$ cat src/rtl/bram_write_sequencer.sv
// Streams 8/16-bit elements into a 32-bit-wide BRAM write port, packing lane, write-enable and read-lane fields into wr_data.
// Optional sticky index-wrap flag enabled by defining BRAM_WR_SEQ_WRAP_ERR_EN.
module bram_write_sequencer #(
    parameter int WRITE_ADDRESS_MSB_FROM_DATALSB = 16,
    parameter int WRITE_ENABLE_FROM_DATA         = 20,
    parameter int READ_ADDRESS_MSB_FROM_DATALSB  = 24
) (
    input  logic        clk,
    input  logic        rst_n,
    input  logic [1:0]  cfg_width,
    input  logic        start,
    input  logic        abort,
    input  logic [9:0]  base_idx,
    input  logic [10:0] length,
    input  logic [1:0]  rd_lane,
    input  logic        s_valid,
    output logic        s_ready,
    input  logic [15:0] s_data,
    output logic [7:0]  wr_addr,
    output logic [31:0] wr_data,
    output logic        busy,
    output logic        done,
    output logic        cfg_err,
    output logic        wrap_err
);

    typedef enum logic {
        IDLE = 1'b0,
        RUN  = 1'b1
    } state_t;

    state_t      state_q;
    logic        mode8_q;
    logic [9:0]  idx_q;
    logic [10:0] cnt_q;
    logic [1:0]  rdLane_q;
    logic [7:0]  wr_addr_q;
    logic [31:0] wr_data_q;
    logic        done_q;
    logic        cfg_err_q;

    logic        accept;
    logic        startLegal;
    logic        lastBeat;
    logic [9:0]  idx_d;
    logic [9:0]  idxNext;
    logic [7:0]  wr_addr_d;
    logic [1:0]  lane;
    logic [31:0] wr_data_d;

    assign s_ready = (state_q == RUN) && !abort;
    assign busy    = (state_q == RUN);
    assign wr_addr = wr_addr_q;
    assign wr_data = wr_data_q;
    assign done    = done_q;
    assign cfg_err = cfg_err_q;

    // 16-bit mode keeps the index inside 512 elements, so bit 9 is forced low there.
    always_comb begin
        accept     = s_ready && s_valid;
        startLegal = (cfg_width == 2'd1) || (cfg_width == 2'd2);
        lastBeat   = (cnt_q == 11'd1);
        idx_d      = (cfg_width == 2'd2) ? base_idx : {1'b0, base_idx[8:0]};
        idxNext    = mode8_q ? (idx_q + 10'd1) : {1'b0, idx_q[8:0] + 9'd1};
        if (mode8_q) begin
            wr_addr_d = idx_q[9:2];
            lane      = idx_q[1:0];
        end else begin
            wr_addr_d = idx_q[8:1];
            lane      = {1'b0, idx_q[0]};
        end
        wr_data_d = '0;
        if (mode8_q) begin
            wr_data_d[7:0] = s_data[7:0];
        end else begin
            wr_data_d[15:0] = s_data;
        end
        wr_data_d[WRITE_ADDRESS_MSB_FROM_DATALSB +: 2] = lane;
        wr_data_d[WRITE_ENABLE_FROM_DATA]              = 1'b1;
        wr_data_d[READ_ADDRESS_MSB_FROM_DATALSB +: 2]  = rdLane_q;
    end

    always_ff @(posedge clk or negedge rst_n) begin
        if (!rst_n) begin
            state_q   <= IDLE;
            mode8_q   <= 1'b0;
            idx_q     <= '0;
            cnt_q     <= '0;
            rdLane_q  <= '0;
            wr_addr_q <= '0;
            wr_data_q <= '0;
            done_q    <= 1'b0;
            cfg_err_q <= 1'b0;
        end else begin
            done_q    <= 1'b0;
            cfg_err_q <= 1'b0;
            wr_data_q[WRITE_ENABLE_FROM_DATA] <= 1'b0;
            case (state_q)
                IDLE: begin
                    if (start) begin
                        mode8_q  <= (cfg_width == 2'd2);
                        idx_q    <= idx_d;
                        cnt_q    <= length;
                        rdLane_q <= rd_lane;
                        if (!startLegal) begin
                            cfg_err_q <= 1'b1;
                        end else if (length == 11'd0) begin
                            done_q <= 1'b1;
                        end else begin
                            state_q <= RUN;
                        end
                    end
                end
                RUN: begin
                    if (abort) begin
                        state_q <= IDLE;
                    end else if (accept) begin
                        wr_addr_q <= wr_addr_d;
                        wr_data_q <= wr_data_d;
                        idx_q     <= idxNext;
                        cnt_q     <= cnt_q - 11'd1;
                        if (lastBeat) begin
                            state_q <= IDLE;
                            done_q  <= 1'b1;
                        end
                    end
                end
                default: state_q <= IDLE;
            endcase
        end
    end

`ifdef BRAM_WR_SEQ_WRAP_ERR_EN
    logic wrap_err_q;
    logic wrapHit;

    assign wrapHit  = accept && (mode8_q ? (idx_q == 10'h3FF) : (idx_q[8:0] == 9'h1FF));
    assign wrap_err = wrap_err_q;

    // Sticky until a start with a legal width is taken in IDLE.
    always_ff @(posedge clk or negedge rst_n) begin
        if (!rst_n) begin
            wrap_err_q <= 1'b0;
        end else if ((state_q == IDLE) && start && startLegal) begin
            wrap_err_q <= 1'b0;
        end else if (wrapHit) begin
            wrap_err_q <= 1'b1;
        end
    end
`else
    assign wrap_err = 1'b0;
`endif

endmodule

$ cat config.mk
export PLATFORM = sky130hd
export DESIGN_NAME = bram_write_sequencer
export DESIGN_NICKNAME = d
export VERILOG_FILES = /design/src/rtl/bram_write_sequencer.sv
export SDC_FILE = /design/constraint.sdc
export NUM_CORES = 1
export LEC_CHECK = 0
export CAP_MARGIN = 5
export CORE_MARGIN = 2
export CORE_UTILIZATION = 46
export DETAILED_ROUTE_END_ITERATION = 7
export PLACE_DENSITY = 0.8
export SETUP_SLACK_MARGIN = 0.2
export SLEW_MARGIN = 30
export SYNTH_ARGS = -nofsm -noshare
export SYNTH_HDL_FRONTEND = slang
export SYNTH_SLANG_ARGS = --single-unit
$ cat constraint.sdc
create_clock -name clk -period 2.3 [get_ports clk]
set_clock_uncertainty 0.1 [all_clocks]
set_input_delay 0.23 -clock clk [delete_from_list [all_inputs] [get_ports clk]]
set_output_delay 0.23 -clock clk [all_outputs]
set_load 0.05 [all_outputs]
==> results of run 1 <==
-- final timing paths --
path,startpoint,slack [ps],end,depth (start not counted)
min,rd_lane[1],330,rdLane_q[1],3
min reg2reg,wr_data[12],370,wr_data[12],2
min in group asynchronous,rst_n,470,wr_addr[4],3
max in group asynchronous,rst_n,1150,cnt_q[5],3
max reg2reg,cnt_q[0],430,cnt_q[4],5
max,busy,340,s_ready,4
-- routing by layer --
layer,vias to the layer above,wire length (um),GRT usage (%)
li1,1212,-,-
met2,75,3571,37.50
met3,10,331,4.130
met4,0,125,6.557
met1,1206,3081,27.33
met5,-,0,0
-- per-stage QoR --
| stage | cell area, um^2 | std cells | hold WS, ps | setup slack, ps | utilization (%) |
|---|---|---|---|---|---|
| after global routing | 3796 | 466 | 327.9 | 270.8 | 63.74 |
| after floorplan | 2889 | 322 | -165.6 | 222.6 | - |
| after global placement | 3689 | 457 | 300.5 | 242.0 | 61.93 |
| after detailed placement | 3689 | 457 | 311.6 | 195.5 | 61.93 |
| after CTS | 3796 | 466 | 328.0 | 351.2 | 63.74 |
| final | 3796 | 466 | 334.4 | 343.5 | 63.74 |
-- cell type report --
class | count | area [um^2] | share of cell area [%]
tap | 75 | 93.84 | 2.472
timing repair buffer | 89 | 868.3 | 22.87
clock inverter | 2 | 13.76 | 0.3626
clock buffer | 6 | 82.58 | 2.175
multi-input combinational | 232 | 1313 | 34.57
inverter | 6 | 23.77 | 0.6262
sequential | 56 | 1401 | 36.91
-- cell usage after synthesis, types with 2 or more instances --
library cell	count	area, um^2
nand3b_1	10	75.07
o21ai_0	13	65.06
clkbuf_1	13	48.80
o22ai_1	6	37.54
nor2_1	13	48.80
o32ai_1	2	17.52
buf_4	12	90.09
nand4_1	3	18.77
o211ai_1	5	37.54
dfrtp_1	56	1401
mux2i_1	14	140.1
nand2_1	88	330.3
nor4_4	2	42.54
a21o_1	3	22.52
nor3b_1	2	15.01
inv_1	5	18.77
nand3_1	9	45.04
nor4_1	7	43.79
xor2_1	3	26.28
a221o_1	4	40.04
a21oi_1	11	55.05
a22oi_1	2	15.01
xnor2_1	2	17.52
nor3_1	5	25.02
buf_2	2	10.01
ha_1	4	50.05
-- registers in the layout, indices dropped and copies added, names as in the netlist --
register / flops
rdLane_q: 2
done: 1
busy: 1
cnt_q: 11
idx_q: 10
cfg_err: 1
wr_data: 21
mode8_q: 1
wr_addr: 8
-- logic make-up after synthesis --
kind of cell	share of synthesized area (%)
buffers and inverters	6.157
AND/OR/NAND/NOR	24.58
XOR/XNOR	1.539
other	0.1318
flip-flops	49.25
AO/OA/AOI/OAI	11.65
adder cells (fa/ha/maj)	1.759
multiplexers	4.925
-- worst max-delay path, cell delays in order (launching register included) --
cell and delay, ps:
dfrtp_1 380, buf_4 280, clkinv_2 230, nor2_2 260, buf_12 170
-- timing repair --
item / in CTS / in global routing
setup endpoints to repair: 1 / 0
buffers inserted: 0 / 0
hold endpoints to repair: 56 / 0
hold buffers: 1 / 0
gates resized for setup: 1 / 0
-- power by group through the flow --
stage	Combinational, mW	Clock (mW)	Sequential [mW]
4_1_cts	1.78	0.591	1.56
5_1_grt	1.90	0.630	1.61
3_3_place_gp	1.74	0	1.57
6_report	1.76	0.578	1.56
2_1_floorplan	0.561	0	2.14
3_5_place_dp	1.77	0	1.58
==> results.md, run 1 <==
- Sequential share of the synthesized area: about half
- Vias in the first global route: around 2,300
- Distinct cells, synth: a little over 40
- Total CTS buffers: 5
- Crit-path max FO: 23
- I/O Buffers: 78
- Fmax: 0.5111 GHz
- Outcome: finished clean
- Largest net degree at the start of global routing: 57
- Chip Width: 82.65 um
- Final #Nets: between 400 and 500
- CTS tree: yes
- Most frequent cells in the layout: nand2_1 (88), clkdlybuf4s50_1 (75), dfrtp_1 (56)
- DRT iter0 DRCs: 142
- Gate Count Post-Synth: 311
- Psw: around 1.7 mW
- Routability cong.: about 0.87
- Post-synth EDFFs: 0
- Final Hold Fails: 0
- Clock power share: 14.8%
- Final Power: 3.904 mW
- Row cnt: 28
- CTS sink cnt: 56
- Seq cells post-synth: 56
- Critical path arrival: 1630 ps
- Transition time of the tightest slew-check pin: 702.8 ps
- First-pass GRT wire length: 11,010 um
- Total negative slack: 0 ps
- Clock latency on the worst-skew pair: 310 ps
- Crit path required time: roughly 2000 ps
- Clock root cell: clkbuf_8
- Residual DRC: 0
- Core ar.: between 5000 and 6000 um^2
- Synthesis Warnings: 0
- Top FF cell, synth: dfrtp_1
- IO Pins: 91
- Commonest non-fill, non-tap cell in the layout: nand2_1
- CP endpoint kind: output port
- DR pass1 iterations: 5
- Layout cells sized above 1: 6.650%
- Routed vias: 2,503
- Crit path time final: 1956 ps
- Area Growth Syn to Fin: 33.42%
- DRT antenna net count: 0
- H-Tree Depth: 2
- Seq pwr share: about 40%
- Asr flop ratio synth: 100.0%
- Logic pwr share: between 40% and 50%
- Die height: 82.65 um
- Total gr overflow: 0
- Leakage power: 1.696 nW
- Hpwl dp: 5146 um
- Final Cycle Share: 85.06%
- Drt wl/cell: 15.26 um
- Initial antenna violation count: 0
- Clock Path Buffers: 2
- Worst-path clk slew: roughly 100 ps
- RSZ-0062 raised after global routing: no
- Switching Share: between 40% and 50%
- N_diodes: 0
- Critical path launch point type: flop
- Avg Cell Area, Syn: 9.149 um^2
- # setup viols final: 0
- Total die area: around 6800 um^2
- Kind of critical path: reg -> out
- Maximum Capacitance Violations: 0
- Pwr Density: 1028 nW/um^2
- Pint: 2.156 mW
- Hold WC Path Type: in -> reg
- Fillcell total: approximately 500
- Drt total wl: 7110 um
- Cell Area, Synth: 2845 um^2
- Slew Limit Fails: 0
- Slew HR: between 50% and 60%
- Total GRT Usage: 21.61%
- Initial Utilization: a little under half
- VDD IR max: approximately 570 uV
- Drt via density: roughly 5.4
Power figures use the tool's default switching activity.
==> run 2, diff against run 1 <==
Settings changed: GPL_TIMING_DRIVEN set to 0, SETUP_SLACK_MARGIN 0.2 to 0.02.
Clock period 2.3 ns to 2 ns, I/O delays scaled along.
==> run 2 against run 1 <==
Clock power rose by 30%. Final cell count rose by 4.5%. First-iteration DRC count rose by 1.4%. Largest power group unchanged. Highest routed layer unchanged.
==> results.md, run 2 (synthesis results as in run 1) <==
- Outcome: finished clean
- Commonest non-fill, non-tap cell in the layout: nand2_1
- Initial Utilization: 47.77% (unchanged)
- Clock Path Buffers: 2 (unchanged)
- Most frequent cells in the layout: nand2_1 (88), clkdlybuf4s50_1 (76), dfrtp_1 (55)
- Drt wl/cell: 14.62 um (-4.2%)
- N_diodes: 0 (unchanged)
- Drt via density: 5.329 (-0.80%)
- Slew HR: 61.50% (+8.4 points)
- Final Cycle Share: 92.25%
- Residual DRC: 0 (unchanged)
- Clock latency on the worst-skew pair: 310 ps (about the same)
- Pwr Density: 1167 nW/um^2 (+14%)
- Max reg flops: 21 (unchanged)
- Worst-path clk slew: 100 ps (about the same)
- Critical path arrival: 1950 ps (+320 ps)
- Routed vias: 2,595 (+3.7%)
- Largest net degree at the start of global routing: 30 (-47%)
- Multi-input gate area: 1324 um^2 (+0.86%)
- VDD IR max: 681.2 uV (+19%)
- R2R depth: 4 (-1)
- Crit path time final: 1845 ps
- Area Growth Syn to Fin: 38.21%
- Final Power: 4.591 mW (+18%)
- Layout Utilization: 66.03% (+2.3 points)
- First-pass GRT wire length: 11,230 um (+1.9%)
- Total gr overflow: 0 (unchanged)
- Layout cells sized above 1: 8.981% (+2.3 points)
- WL met2: 3490 um (-2.3%)
- Seq pwr share: 38.1% (-1.9 points)
- Die height: 82.65 um (unchanged)
- Top Layer Used: met4
- Vias in the first global route: 2,347 (+1.1%)
- CP endpoint kind: flop
- Leakage power: 1.767 nW (+4.2%)
- I/O Buffers: 78 (unchanged)
- Chip Width: 82.65 um (unchanged)
- Fmax: approximately 0.54 GHz
- Total GRT Usage: 21.62% (about the same)
- Clock power share: 16.4% (+1.6 points)
- Final Hold Fails: 0 (unchanged)
- Psw: 2.004 mW (+15%)
- DR pass1 iterations: 5 (unchanged)
- DRT iter0 DRCs: 144 (+1.4%)
- Hpwl dp: 5332 um (+3.6%)
- Hold WC Path Type: in -> async
- Pint: 2.587 mW (+20%)
- Logic pwr share: 45.5% (+0.3 points)
- Reg area: 1403 um^2 (about the same)
- DRT antenna net count: 0 (unchanged)
- Fillcell total: 524 (+4.6%)
- Met3 wire length: 457 um (+38%)
- Slew Limit Fails: 0 (unchanged)
- Transition time of the tightest slew-check pin: 577.5 ps (-125.3 ps)
- CTS tree: yes
- Post-route cell area: 3933 um^2 (+3.6%)
- Final #Nets: 461 (+4.8%)
- Maximum Capacitance Violations: 0 (unchanged)
- H-Tree Depth: 2 (unchanged)
- Drt total wl: 7119 um (+0.13%)
- Critical path launch point type: flop
- Core ar.: 5956 um^2 (unchanged)
- Kind of critical path: reg -> reg
- Initial antenna violation count: 0 (unchanged)
- Crit path required time: 2100 ps (+130 ps)
- Total CTS buffers: 5 (unchanged)
- Crit-path max FO: 7 (-70%)
- Total die area: 6830 um^2 (unchanged)
- CTS sink cnt: 56 (unchanged)
- IO Pins: 91 (unchanged)
- Clock root cell: clkbuf_8
- Switching Share: 43.65% (-1.1 points)
- RSZ-0062 raised after global routing: no
- Row cnt: 28 (unchanged)
- # setup viols final: 0 (unchanged)
- Met1 WL: 3041 um (-1.3%)
- Area post-placement: 3787 um^2 (+2.7%)
- Routability cong.: 0.9300 (+6.8%)
==> run 2: cell types whose count changed in the layout (fill, tap and decap cells not counted), moves of 2 or more <==
cell,change
buf_2,+2
buf_4,+4
clkbuf_2,+4
clkbuf_1,+10
clkinv_2,-2
==> run 2: layout make-up <==
class                      instances  share of cell area (%)
sequential                        56                   35.67
multi-input combinational        232                   33.66
timing repair buffer              82                   20.81
buffer                            28                   4.009
tap                               75                   2.386
clock buffer                       6                   1.845
clock inverter                     2                  0.9863
inverter                           6                  0.6363
==> run 2: what timing repair did <==
item,in CTS,in global routing
setup buffers,0,2
setup endpoints to repair,4,31
resized for setup,7,8
pin swaps,0,1
hold buffers,1,0
hold endpoints to repair,27,0
==> run 2: stage by stage <==
stage,TNS [ps],setup slack [ps],std cells,hold slack (ps)
after floorplan,0,137.4,322,-195.6
after global placement,-68350,-1297,475,348.4
after detailed placement,-8036,-324.0,476,47.35
after CTS,0,16.64,485,246.6
after global routing,0,38.47,487,281.7
final,0,155.1,487,242.6
==> run 2: worst paths after layout <==
path                            slack, ps           to         from
worst max-delay path                  160     idx_q[7]     idx_q[2]
worst min-delay path                  240     idx_q[4]        rst_n
worst max register to register        160     idx_q[7]     idx_q[2]
worst min register to register        370  wr_data[14]  wr_data[14]
max in group asynchronous            1080   wr_data[3]        rst_n
min in group clk                      310   wr_data[6]    s_data[6]
==> run 2: power by group through the flow <==
stage / logic [mW] / registers [mW] / clock network, mW
6_report: 2.09 / 1.75 / 0.754
3_3_place_gp: 2.05 / 1.75 / 0
5_1_grt: 2.24 / 1.80 / 0.816
2_1_floorplan: 0.648 / 2.46 / 0
4_1_cts: 2.09 / 1.75 / 0.776
3_5_place_dp: 2.09 / 1.77 / 0
==> run 2: metal layers <==
layer | GRT usage, % | up-vias
li1 | - | 1253
met1 | 28.73 | 1225
met2 | 35.56 | 105
met3 | 4.130 | 12
met4 | 7.213 | 0
met5 | 0 | -
==> run 2: critical path, cell delays in order (launching register included) <==
cell and delay, ps:
dfrtp_1 510, nand3_1 260, nor4_2 430, xor2_1 130, a221o_1 300
